--- config.mk ---
export PLATFORM = sky130hd
export DESIGN_NAME = multiword_adder
export DESIGN_NICKNAME = d
export VERILOG_FILES = /design/src/rtl/multiword_adder_pkg.sv /design/src/rtl/multiword_adder_ripple_adder_comb.sv /design/src/rtl/multiword_adder.sv
export SDC_FILE = /design/constraint.sdc
export NUM_CORES = 1
export LEC_CHECK = 0
export ABC_CLOCK_PERIOD_IN_PS = 2700
export CORE_AREA = 3 3 40 42
export DETAILED_ROUTE_END_ITERATION = 12
export DIE_AREA = 0 0 43 45
export GPL_ROUTABILITY_DRIVEN = 0
export PLACE_DENSITY = 0.74
export SYNTH_ARGS = -nofsm -noshare
export SYNTH_HDL_FRONTEND = slang
export SYNTH_HIERARCHICAL = 1
export SYNTH_SLANG_ARGS = --single-unit
--- constraint.sdc ---
create_clock -name clk -period 2.7 [get_ports clk]
set_input_delay 0.54 -clock clk [delete_from_list [all_inputs] [get_ports clk]]
set_output_delay 0.54 -clock clk [all_outputs]
set_load 0.05 [all_outputs]
--- src/rtl/multiword_adder_pkg.sv ---
// Shared types and constants for the streaming multi-precision adder.
// Optional build macro used by multiword_adder: MULTIWORD_ADDER_CIN_EN.
package multiword_adder_pkg;

  localparam int MWA_DATA_WIDTH = 4;

  // ST_FIRST: next accepted word starts a new number; ST_CONT: carry chain active.
  typedef enum logic {
    ST_FIRST = 1'b0,
    ST_CONT  = 1'b1
  } state_t;

endpackage

--- src/rtl/multiword_adder_ripple_adder_comb.sv ---
// Combinational ripple-carry word adder: {o_co, o_s} = i_a + i_b + i_ci.
// Purely combinational; the wrapper supplies carry-in and registers the result.
module ripple_adder_comb #(
  parameter int DATA_WIDTH = 4
) (
  input  logic [DATA_WIDTH-1:0] i_a,
  input  logic [DATA_WIDTH-1:0] i_b,
  input  logic                  i_ci,
  output logic [DATA_WIDTH-1:0] o_s,
  output logic                  o_co
);

  logic [DATA_WIDTH:0] w_c;

  assign w_c[0] = i_ci;

  for (genvar g = 0; g < DATA_WIDTH; g++) begin : g_fa
    logic w_p;
    assign w_p        = i_a[g] ^ i_b[g];
    assign o_s[g]     = w_p ^ w_c[g];
    assign w_c[g+1]   = (i_a[g] & i_b[g]) | (w_c[g] & w_p);
  end

  assign o_co = w_c[DATA_WIDTH];

endmodule

--- src/rtl/multiword_adder.sv ---
// Streaming multi-precision adder: words arrive LS-first, carry is chained through r_c.
// Build option MULTIWORD_ADDER_CIN_EN adds in_ci, the carry-in for the first word of a number.
//
// Handshake: a word moves on a stream only in a cycle where valid & ready are both 1
// at the rising edge; valid never depends on ready, and fields hold while valid & !ready.
module multiword_adder
  import multiword_adder_pkg::*;
#(
  parameter int DATA_WIDTH = MWA_DATA_WIDTH
) (
  input  logic                  clk,
  input  logic                  rst,
  input  logic [DATA_WIDTH-1:0] in_a,
  input  logic [DATA_WIDTH-1:0] in_b,
  input  logic                  in_last,
`ifdef MULTIWORD_ADDER_CIN_EN
  input  logic                  in_ci,
`endif
  input  logic                  in_valid,
  output logic                  in_ready,
  output logic [DATA_WIDTH-1:0] out_s,
  output logic                  out_co,
  output logic                  out_last,
  output logic                  out_valid,
  input  logic                  out_ready,
  output state_t                out_dbg_state
);

  state_t                r_state;
  state_t                w_state_nxt;
  logic                  r_c;
  logic                  w_c_nxt;
  logic                  w_cin;
  logic                  w_cin_first;
  logic                  w_accept;
  logic [DATA_WIDTH-1:0] w_sum;
  logic                  w_co;

  logic [DATA_WIDTH-1:0] r_out_s;
  logic                  r_out_co;
  logic                  r_out_last;
  logic                  r_out_valid;

`ifdef MULTIWORD_ADDER_CIN_EN
  assign w_cin_first = in_ci;
`else
  assign w_cin_first = 1'b0;
`endif

  // Ready depends only on the output register and out_ready, never on in_valid.
  assign in_ready = !r_out_valid | out_ready;
  assign w_accept = in_valid & in_ready;

  ripple_adder_comb #(
    .DATA_WIDTH(DATA_WIDTH)
  ) u_word_adder (
    .i_a  (in_a),
    .i_b  (in_b),
    .i_ci (w_cin),
    .o_s  (w_sum),
    .o_co (w_co)
  );

  always_ff @(posedge clk or posedge rst) begin
    if (rst) begin
      r_state <= ST_FIRST;
      r_c     <= 1'b0;
    end else begin
      r_state <= w_state_nxt;
      r_c     <= w_c_nxt;
    end
  end

  always_comb begin
    w_state_nxt = r_state;
    w_c_nxt     = r_c;
    w_cin       = 1'b0;
    case (r_state)
      ST_FIRST: w_cin = w_cin_first;
      ST_CONT:  w_cin = r_c;
      default:  w_cin = 1'b0;
    endcase
    if (w_accept) begin
      if (in_last) begin
        w_state_nxt = ST_FIRST;
        w_c_nxt     = 1'b0;
      end else begin
        w_state_nxt = ST_CONT;
        w_c_nxt     = w_co;
      end
    end
  end

  // One-entry output register; a push in the same cycle as a pop simply reloads it.
  always_ff @(posedge clk or posedge rst) begin
    if (rst) begin
      r_out_s     <= '0;
      r_out_co    <= 1'b0;
      r_out_last  <= 1'b0;
      r_out_valid <= 1'b0;
    end else if (w_accept) begin
      r_out_s     <= w_sum;
      r_out_co    <= w_co;
      r_out_last  <= in_last;
      r_out_valid <= 1'b1;
    end else if (out_ready) begin
      r_out_valid <= 1'b0;
    end
  end

  assign out_s         = r_out_s;
  assign out_co        = r_out_co;
  assign out_last      = r_out_last;
  assign out_valid     = r_out_valid;
  assign out_dbg_state = r_state;

endmodule

==> flow_metrics.tcl <==
set metrics [dict create \
    synth_area_sq_um 518.0 \
    antenna_left 0 \
    h-tree-depth 1 \
    diodes 0 \
    antenna_found_initial 0 \
    final-max-slew-violation-count 0 \
    grt_pass1_wl_microns 1711 \
    grt_start_max_net_pins 10 \
    syn_avg_cell_area_sq_um 13.63 \
    cts-resized-gates 0 \
    synthCells 38 \
    clockRootBuffer "clkbuf_4" \
    start_util 0.4031 \
    synth_area_leader_cell "dfrtp_1" \
    drc 0 \
    highest_layer "met3" \
    wl_per_cell_microns 12.72 \
    rows 13 \
    synth_top_family_by_area "multiplexers" \
    fin_skew_ps 2.199 \
    clock_sinks 9 \
    dp_hpwl_microns 822.8 \
    setup_viol 0 \
    track_usage 0.1239 \
    min_period_over_period 0.9495 \
    critPathRequiredTime_ps 2850 \
    worstSetupPathType "in2reg" \
    core_region_area_sq_mm 0.001285 \
    drt_pass1_iterations 4 \
    synthMuxAreaShare 0.2222 \
    hp-start "out_s[2]" \
    utilization 0.6008 \
    grt_overflow_total 0 \
    worstHoldPathType "reg2reg" \
    ys_types 10 \
    clk_path_buf_depth 2 \
    dr_wl_met3_microns 104 \
    rsz0062_at_grt "no" \
    peakVddDrop_v 0.0003371 \
    p_leak_nw 0.3889 \
    vias 347 \
    drt-met1-wl_microns 380 \
    path_max_fanout 2 \
    port_buffers 21 \
    cts.clk_slew.worst_paths_ps 70 \
    routed_wl_microns 992 \
    worstMarginPinSlew_ps 501.5 \
    cp-end-kind "flip-flop" \
    synth_xor_area_frac 0 \
    tritoncts "done" \
    yosysTopAreaCellShare 0.4348 \
    cp-startpoint "in_a[0]" \
    drt_iter0_markers 3 \
    cp_data_arrival_time_ps 2710 \
    ys_seq_area_frac 0.4348 \
    nNetsFinal 81 \
    grt_pass1_vias 356 \
    numCtsBuffers 3 \
    dieArea_sq_mm 0.001935 \
    syn-num-nets 55 \
    drt-vias-per-instance 4.449 \
    setup_tns_ps 0 \
    max_clock_freq_mhz 390.1 \
    clkLatencyLatePin_ps 260 \
    period_needed_ps 2564 \
    drive_gt1_frac 0.2222 \
    num_io_pins 22 \
    max_slew_margin 0.6646 \
    die_w_microns 43 \
    yosys.area_share.simple 0.1014 \
    ys_ff_latch 9 \
    synth_area_leaders "dfrtp_1 43%, mux2_4 20%, fa_1 15%" \
    status "finished, final reports clean" \
    synth_compound_area_frac 0 \
    ys_warn_count 6 \
    synth_fa_ha_area_frac 0.1546 \
    die_h_microns 45 \
    postLayoutCellArea_sq_um 772.0 \
    timing_hold_violations_final 0 \
    max_cap_violations 0 \
    whs_ps 521.0 \
    final_common_cell "clkdlybuf4s50_1" \
    post-cts-setup-buffer-count 0 \
    timing.rr.start "out_dbg_state" \
    wl_met2_microns 507 \
    placed_area_sq_um 744.5 \
    final_cell_mix "20 x clkdlybuf4s50_1, 12 x inv_1, 9 x dfrtp_1, 7 x mux2_4, 4 x fa_1" \
    critPathLaunchType "primary input" \
    p_per_area_mw_per_mm2 696.7 \
    area_growth_pct 49.03 \
    cts_hold_repair.buffers 0 \
]
[Yosys cell counts]
master,number
and2_1,1
dfrtp_1,9
fa_1,4
inv_1,12
mux2_4,7
mux2i_1,1
nand2_8,1
nand2b_1,1
nand2b_4,1
nor2b_1,1
[per-layer routing]
metal,vias up,global-route usage
met5,-,0
met4,0,0.03614
met3,0,0.05578
met2,19,0.2006
met1,166,0.1505
li1,162,-
[cell type report]
cell class,count,area [sq um]
inverter,12,45.04
fill,116,513.0
multi-input combinational,17,247.7
timing repair buffer,21,207.7
clock buffer,3,22.52
clock inverter,1,5.005
sequential,9,225.2
tap,15,18.77
[worst max-delay path, cell delays in order]
cell and delay, ps:
clkdlybuf4s50_1 450, fa_1 420, inv_1 80, fa_1 160, inv_1 50, fa_1 350, inv_1 70, fa_1 160
inv_1 50, nor2b_1 120, mux2_4 260
[final timing paths]
check                                 end  slack [ps]  cells past startpoint
worst max-delay path                  r_c         140                     11
worst min-delay path             out_s[2]         520                      1
worst max register to register        r_c         370                     11
worst min register to register   out_s[2]         520                      1
max in group asynchronous        out_s[1]        1900                      2
min in group asynchronous       out_valid         550                      2
[kinds of logic (layout without fill, tap and decap cells)]
logic type | count (synthesis) | after routing
buffers and inverters | 12 | 37
adders and majority gates | 4 | 4
muxes | 8 | 8
DFF | 9 | 9
and+or+nand+nor | 5 | 5
[registers in the layout, indices dropped and copies added, names as in the netlist]
| signal | cells |
|---|---|
| r_c | 1 |
| out_co | 1 |
| out_dbg_state | 1 |
| out_last | 1 |
| out_valid | 1 |
| out_s | 4 |
[power breakdown]
group | total, mW | switching, mW | internal, mW
clock | 0.107 | 0.0521 | 0.0548
sequential | 0.181 | 0.0176 | 0.163
combinational | 0.250 | 0.143 | 0.108
total | 0.538 | 0.212 | 0.326
[per-stage QoR]
step / setup WS, ps / std cells / power [mW]
finish: 136.4 / 78 / 0.5378
floorplan: 215.1 / 38 / 0.3463
global placement: -112.9 / 74 / 0.4290
detailed placement: -162.5 / 74 / 0.4370
CTS: 112.7 / 78 / 0.5439
global route: 19.81 / 78 / 0.5640
Power figures use the tool's default switching activity.
